File: src/rtl/vflag_wr_sched_pkg.sv
// Shared constants, state encoding and lane helpers for the vector flag
// register file write-port scheduler.
package vflag_pkg;

    localparam int NUMLANES  = 2;
    localparam int WIDTH     = 4;
    localparam int LOGREGS   = 9;
    localparam int DEPTH     = 2 ** LOGREGS;

    localparam int DATA_W_ALL = NUMLANES * WIDTH;
    localparam int REG_W_ALL  = NUMLANES * LOGREGS;
    localparam int CNT_W      = LOGREGS + 1;

    typedef enum logic {
        CLEAR = 1'b0,
        ARB   = 1'b1
    } state_e;

    // Every lane writes the same flag register address.
    function automatic logic [REG_W_ALL-1:0] rep_reg(input logic [LOGREGS-1:0] r);
        return {NUMLANES{r}};
    endfunction

endpackage

File: src/rtl/vflag_wr_sched_if.sv
// Handshake and write-port bundle between flag producers, the scheduler
// and the flag register file.
interface vflag_wr_sched_if;
    import vflag_pkg::*;

    logic                  clr_start;
    logic                  clr_busy;

    logic                  req0_valid;
    logic                  req0_ready;
    logic [LOGREGS-1:0]    req0_reg;
    logic [DATA_W_ALL-1:0] req0_data;
    logic [NUMLANES-1:0]   req0_mask;

    logic                  req1_valid;
    logic                  req1_ready;
    logic [LOGREGS-1:0]    req1_reg;
    logic [DATA_W_ALL-1:0] req1_data;
    logic [NUMLANES-1:0]   req1_mask;

    logic [REG_W_ALL-1:0]  c_reg;
    logic [DATA_W_ALL-1:0] c_writedatain;
    logic [NUMLANES-1:0]   c_we;

    modport master (
        output clr_start,
        output req0_valid, req0_reg, req0_data, req0_mask,
        output req1_valid, req1_reg, req1_data, req1_mask,
        input  clr_busy, req0_ready, req1_ready,
        input  c_reg, c_writedatain, c_we
    );

    modport slave (
        input  clr_start,
        input  req0_valid, req0_reg, req0_data, req0_mask,
        input  req1_valid, req1_reg, req1_data, req1_mask,
        output clr_busy, req0_ready, req1_ready,
        output c_reg, c_writedatain, c_we
    );

endinterface

File: src/rtl/vflag_wr_sched_rr_arb2.sv
// Two-requester round-robin arbiter; the pointer moves only when a grant
// is issued, so idle cycles never disturb fairness.
module rr_arb2 (
    input  logic       clk,
    input  logic       rst,
    input  logic [1:0] req,
    input  logic       en,
    output logic [1:0] gnt
);

    logic ptr_q;

    always_comb begin
        gnt = 2'b00;
        if (en) begin
            if (req == 2'b11) begin
                gnt = ptr_q ? 2'b10 : 2'b01;
            end else begin
                gnt = req;
            end
        end
    end

    // After granting req0 favour req1 next, and vice versa.
    always_ff @(posedge clk or posedge rst) begin
        if (rst) begin
            ptr_q <= 1'b0;
        end else if (|gnt) begin
            ptr_q <= gnt[0];
        end
    end

endmodule

File: src/rtl/vflag_wr_sched.sv
// Flag register file write-port controller: bulk clear after reset or on
// command, otherwise round-robin between the compare and flag-logic units.
module vflag_wr_sched
    import vflag_pkg::*;
(
    input  logic            clk,
    input  logic            resetn,
    vflag_wr_sched_if.slave bus
);

    localparam logic [CNT_W-1:0] CNT_LAST = CNT_W'(DEPTH - 1);

    state_e                state_q, state_d;
    logic [CNT_W-1:0]      cnt_q, cnt_d;
    logic [1:0]            gnt;
    logic                  arb_en;
    logic                  clr_done;

    logic [REG_W_ALL-1:0]  c_reg_p0, c_reg_p1;
    logic [DATA_W_ALL-1:0] c_data_p0, c_data_p1;
    logic [NUMLANES-1:0]   vld_p0, vld_p1;

    assign clr_done = (cnt_q == CNT_LAST);
    // A clear request pre-empts any grant in the cycle it arrives.
    assign arb_en   = (state_q == ARB) && !bus.clr_start;

    rr_arb2 u_arb (
        .clk (clk),
        .rst (resetn),
        .req ({bus.req1_valid, bus.req0_valid}),
        .en  (arb_en),
        .gnt (gnt)
    );

    assign bus.req0_ready = gnt[0];
    assign bus.req1_ready = gnt[1];
    assign bus.clr_busy   = (state_q == CLEAR);

    always_ff @(posedge clk or posedge resetn) begin
        if (resetn) begin
            state_q <= CLEAR;
            cnt_q   <= '0;
        end else begin
            state_q <= state_d;
            cnt_q   <= cnt_d;
        end
    end

    always_comb begin
        state_d = state_q;
        cnt_d   = cnt_q;
        case (state_q)
            CLEAR: begin
                if (clr_done) begin
                    state_d = ARB;
                    cnt_d   = '0;
                end else begin
                    cnt_d = cnt_q + CNT_W'(1);
                end
            end
            ARB: begin
                cnt_d = '0;
                if (bus.clr_start) begin
                    state_d = CLEAR;
                end
            end
            default: begin
                state_d = CLEAR;
                cnt_d   = '0;
            end
        endcase
    end

    // Stage p0: select the write for this cycle; address and data hold when idle.
    always_comb begin
        c_reg_p0  = c_reg_p1;
        c_data_p0 = c_data_p1;
        vld_p0    = '0;
        case (state_q)
            CLEAR: begin
                c_reg_p0  = rep_reg(cnt_q[LOGREGS-1:0]);
                c_data_p0 = '0;
                vld_p0    = '1;
            end
            ARB: begin
                if (gnt[0]) begin
                    c_reg_p0  = rep_reg(bus.req0_reg);
                    c_data_p0 = bus.req0_data;
                    vld_p0    = bus.req0_mask;
                end else if (gnt[1]) begin
                    c_reg_p0  = rep_reg(bus.req1_reg);
                    c_data_p0 = bus.req1_data;
                    vld_p0    = bus.req1_mask;
                end
            end
            default: begin
                vld_p0 = '0;
            end
        endcase
    end

    // Stage p1: registered write port.
    always_ff @(posedge clk or posedge resetn) begin
        if (resetn) begin
            c_reg_p1  <= '0;
            c_data_p1 <= '0;
            vld_p1    <= '0;
        end else begin
            c_reg_p1  <= c_reg_p0;
            c_data_p1 <= c_data_p0;
            vld_p1    <= vld_p0;
        end
    end

    assign bus.c_reg         = c_reg_p1;
    assign bus.c_writedatain = c_data_p1;
    assign bus.c_we          = vld_p1;

endmodule

File: src/flat_wrapper.sv
// flat-port wrapper written by rule: the top's interface ports become plain ports
module vflag_wr_sched_flat import vflag_pkg::*;
  (clk, resetn, bus_clr_start, bus_req0_valid, bus_req0_reg, bus_req0_data, bus_req0_mask, bus_req1_valid, bus_req1_reg, bus_req1_data, bus_req1_mask, bus_clr_busy, bus_req0_ready, bus_req1_ready, bus_c_reg, bus_c_writedatain, bus_c_we);
  vflag_wr_sched_if bus_i ();
  input  logic clk;
  input  logic resetn;
  input wire logic [$bits(bus_i.clr_start)-1:0] bus_clr_start;
  input wire logic [$bits(bus_i.req0_valid)-1:0] bus_req0_valid;
  input wire logic [$bits(bus_i.req0_reg)-1:0] bus_req0_reg;
  input wire logic [$bits(bus_i.req0_data)-1:0] bus_req0_data;
  input wire logic [$bits(bus_i.req0_mask)-1:0] bus_req0_mask;
  input wire logic [$bits(bus_i.req1_valid)-1:0] bus_req1_valid;
  input wire logic [$bits(bus_i.req1_reg)-1:0] bus_req1_reg;
  input wire logic [$bits(bus_i.req1_data)-1:0] bus_req1_data;
  input wire logic [$bits(bus_i.req1_mask)-1:0] bus_req1_mask;
  output wire logic [$bits(bus_i.clr_busy)-1:0] bus_clr_busy;
  output wire logic [$bits(bus_i.req0_ready)-1:0] bus_req0_ready;
  output wire logic [$bits(bus_i.req1_ready)-1:0] bus_req1_ready;
  output wire logic [$bits(bus_i.c_reg)-1:0] bus_c_reg;
  output wire logic [$bits(bus_i.c_writedatain)-1:0] bus_c_writedatain;
  output wire logic [$bits(bus_i.c_we)-1:0] bus_c_we;
  assign bus_i.clr_start = bus_clr_start;
  assign bus_i.req0_valid = bus_req0_valid;
  assign bus_i.req0_reg = bus_req0_reg;
  assign bus_i.req0_data = bus_req0_data;
  assign bus_i.req0_mask = bus_req0_mask;
  assign bus_i.req1_valid = bus_req1_valid;
  assign bus_i.req1_reg = bus_req1_reg;
  assign bus_i.req1_data = bus_req1_data;
  assign bus_i.req1_mask = bus_req1_mask;
  assign bus_clr_busy = bus_i.clr_busy;
  assign bus_req0_ready = bus_i.req0_ready;
  assign bus_req1_ready = bus_i.req1_ready;
  assign bus_c_reg = bus_i.c_reg;
  assign bus_c_writedatain = bus_i.c_writedatain;
  assign bus_c_we = bus_i.c_we;
  vflag_wr_sched u_core (.clk(clk), .resetn(resetn), .bus(bus_i));
endmodule
File: config.mk
export PLATFORM = sky130hd
export DESIGN_NAME = vflag_wr_sched_flat
export DESIGN_NICKNAME = d
export VERILOG_FILES = /design/src/rtl/vflag_wr_sched_pkg.sv /design/src/rtl/vflag_wr_sched_if.sv /design/src/rtl/vflag_wr_sched_rr_arb2.sv /design/src/rtl/vflag_wr_sched.sv /design/src/flat_wrapper.sv
export SDC_FILE = /design/constraint.sdc
export NUM_CORES = 1
export LEC_CHECK = 0
export ABC_AREA = 1
export CORE_ASPECT_RATIO = 0.5
export CORE_UTILIZATION = 45
export DETAILED_ROUTE_END_ITERATION = 10
export HOLD_SLACK_MARGIN = 0.02
export PLACE_DENSITY = 0.85
export SLEW_MARGIN = 20
export SYNTH_ARGS = -nofsm -noshare
export SYNTH_HDL_FRONTEND = slang
export SYNTH_HIERARCHICAL = 1
export SYNTH_SLANG_ARGS = --single-unit
export TNS_END_PERCENT = 1
File: constraint.sdc
create_clock -name clk -period 4.89 [get_ports clk]
set_clock_uncertainty 0.1 [all_clocks]
set_input_delay 0.978 -clock clk [delete_from_list [all_inputs] [get_ports clk]]
set_output_delay 0.978 -clock clk [all_outputs]
set_load 0.02 [all_outputs]
==> flow_summary_export.csv <==
group,metric,value,unit
worst_setup_path,critPathCaptureType,"output port",
clocking,clock_sinks,31,
clocking,tritoncts,"done",
synthesis,synth_cells,205,
power,power.density,374,mW/mm^2
cells_and_area,largest_reg_flops,10,
detailed_routing,finalWirelength,4130,um
timing,period_minus_slack,3980,ps
timing,hold_viol_final,0,
worst_setup_path,worstPathMaxFanout,4,
grt,grt_max_degree,31,
synthesis,syn_nets,249,
power,clockPowerShare,20.8,%
worst_setup_path,rr_endpoint,"u_core/bus.c_writedatain[0]",
cells_and_area,area_growth,45.8,%
synthesis,synth_cell_types,24,
worst_setup_path,crit_path_frequent_cell,"clkdlybuf4s50_1",
detailed_routing,via_per_inst,4.98,
power,intPower,0.593,mW
clocking,hold_buffers,0,
placement,place_inst,313,
detailed_routing,drtIter0Drc,63,
synthesis,synth_top_flop_cell,"dfrtp_1",
min_path,hp-start,"u_core/u_arb/ptr_q",
timing,fmax,251,MHz
grt,grt_pass1_wl,6350,um
min_path,hold_depth,2,
grt,antenna_found_initial,0,
timing,period_share,81.4,%
worst_setup_path,reg2reg_slack,1810,ps
placement,dpl.hpwl,3130,um
worst_setup_path,start_kind,"primary input",
timing,worst_pin_slew,688,ps
worst_setup_path,crit_family,"buffers and inverters",
placement,io_buffers,73,
power,p_leak,1.08,nW
worst_setup_path,criticalPathCategory,"primary input to output port",
power,switching_power,0.315,mW
worst_setup_path,timing.rr.start,"u_core/state_q",
cells_and_area,nNetsFinal,313,
synthesis,netlist_area,0.00166,sq mm
detailed_routing,drc,0,
cells_and_area,n_fill_cell,262,
die,rows,15,
timing,rsz0062_at_grt,"no",
die,fp.dieH,45.0,um
cells_and_area,finalNonFillerCells,321,
cells_and_area,diodes,0,
power,seq_power_share,41.3,%
outcome,status,"completed",
synthesis,async_flop_share,100,%
power,p_total,0.908,mW
timing,setup_violations,0,
detailed_routing,dr.pass1.iters,4,
timing,slew_violations,0,
clocking,cts_max_path_buffers,2,
synthesis,yosysWarnings,6,
worst_setup_path,worst-path-buf-inv,2,
power,p_comb_share,37.9,%
die,coreArea,0.00349,sq mm
die,dieArea,0.00396,sq mm
detailed_routing,wire_per_inst,12.9,um
grt,grt.overflow.total,0,
synthesis,synth_top_area_share,46.7,%
worst_setup_path,required,3810,ps
synthesis,synth_edf_count,0,
worst_setup_path,crit_chain,"clkdlybuf4s50_1 -> nor2_1 -> nand2_1 -> a21oi_1 -> clkdlybuf4s50_1",
timing,finalSetupTns,0,ps
synthesis,synth-seq-area-share,46.7,%
cells_and_area,final_common_cell,"clkdlybuf4s50_1",
grt,track_usage,21.9,%
power,peakVddDrop,0.165,mV
grt,grt_pass1_vias,1458,
worst_setup_path,cp_data_arrival_time,2900,ps
clocking,h-tree-depth,2,
die,die_x,88.0,um
clocking,cts_buffers,5,
clocking,clock_latency,280,ps
min_path,hold_path.class,"flip-flop to flip-flop",
synthesis,synth_area_leaders,"dfrtp_1, nand2_1, nor2_1, buf_4, mux2i_1",
power,switching_share,34.7,%
clocking,path_clk_slew,60,ps
detailed_routing,vias,1600,
clocking,cts_resized,0,
run,drv_cap,0,
worst_setup_path,slowest_stage,"clkdlybuf4s50_1",
detailed_routing,ant_nets,0,
min_path,hold_end,"u_core/u_arb/ptr_q",
placement,gp_congestion,0.863,
die,initial_core_util,47.6,%
worst_setup_path,cpPeakStageDelay,730,ps
timing,relSlewSlack,54.1,%
clocking,cts_root_buffer,"clkbuf_8",
die,pin_count,74,
clocking,post_cts_buffers,0,
cells_and_area,drive_gt1_share,5.19,%
synthesis,synth_top_cell_by_area,"dfrtp_1",
cells_and_area,final_cell_mix,"clkdlybuf4s50_1, nand2_1, dfrtp_1, nor2_1, nand3_1",
cells_and_area,finish.utilization,69.5,%
synthesis,synth-seq-cells,31,
synthesis,syn_area_per_cell,8.11,sq um
worst_setup_path,r2r_cells,11,
## per-stage QoR
stage	instance area (sq um)	hold slack, ps	worst slack [ps]
floorplan	1660	370	1950
global placement	2340	395	1030
detailed placement	2340	396	947
CTS	2420	412	936
global route	2420	440	842
finish	2420	409	911
## Yosys cell counts, drive strengths merged, types with 7 or more instances
cell type	number
nand2	61
dfrtp	31
nor2	26
nand3	17
buf	16
inv	13
o21ai	10
a31oi	8
mux2i	8
a21oi	7
## cell families (layout without fill, tap and decap cells)
group                    Yosys count  count (layout)  synth area share, %
AND/OR/NAND/NOR                  106             106                 27.2
buffers and inverters             30              95                 10.5
XOR/XNOR                           2               2                 1.05
multiplexers                       8               8                 4.82
AO/OA/AOI/OAI                     27              27                 9.03
flip-flops                        31              31                 46.7
adder cells (fa/ha/maj)            1               1                0.752
## power by group through the flow
stage               logic [mW]  clock network, mW  registers, mW
floorplan                0.178                  0          0.403
global placement         0.339                  0          0.376
detailed placement       0.345                  0          0.379
CTS                      0.347              0.196          0.375
global route             0.369              0.208          0.381
finish                   0.344              0.189          0.374
## layout make-up
| cell class | count | area (sq um) | share of cell area, % |
|---|---|---|---|
| Sequential cell | 31 | 776 | 32.0 |
| Timing Repair Buffer | 74 | 738 | 30.4 |
| Multi-Input combinational cell | 144 | 712 | 29.4 |
| Clock buffer | 5 | 68.8 | 2.84 |
| Tap cell | 51 | 63.8 | 2.63 |
| Inverter | 13 | 51.3 | 2.12 |
| Clock inverter | 3 | 15.0 | 0.619 |
## worst min-delay path, delay by kind of cell (launching register included)
family | cells | cell delay [ps]
DFF | 1 | 360
and+or+nand+nor | 2 | 120
## how the worst max path moves through the flow
stage | startpoint | to | slack [ps] | depth (start not counted)
floorplan | bus_clr_start | bus_req1_ready | 1950 | 3
global placement | bus_clr_start | bus_req1_ready | 1030 | 5
detailed placement | bus_clr_start | bus_req1_ready | 950 | 5
CTS | bus_clr_start | bus_req1_ready | 940 | 5
global route | bus_clr_start | bus_req1_ready | 840 | 5
finish | bus_clr_start | bus_req1_ready | 910 | 5
## metal layers
metal,global-route usage (%),vias to the layer above,routed length (um)
met3,6.22,12,266
met5,0,-,0
li1,-,788,-
met4,10.8,0,92
met1,24.6,742,1700
met2,39.5,58,2070
No activity file was read; power rests on OpenSTA's default activity.
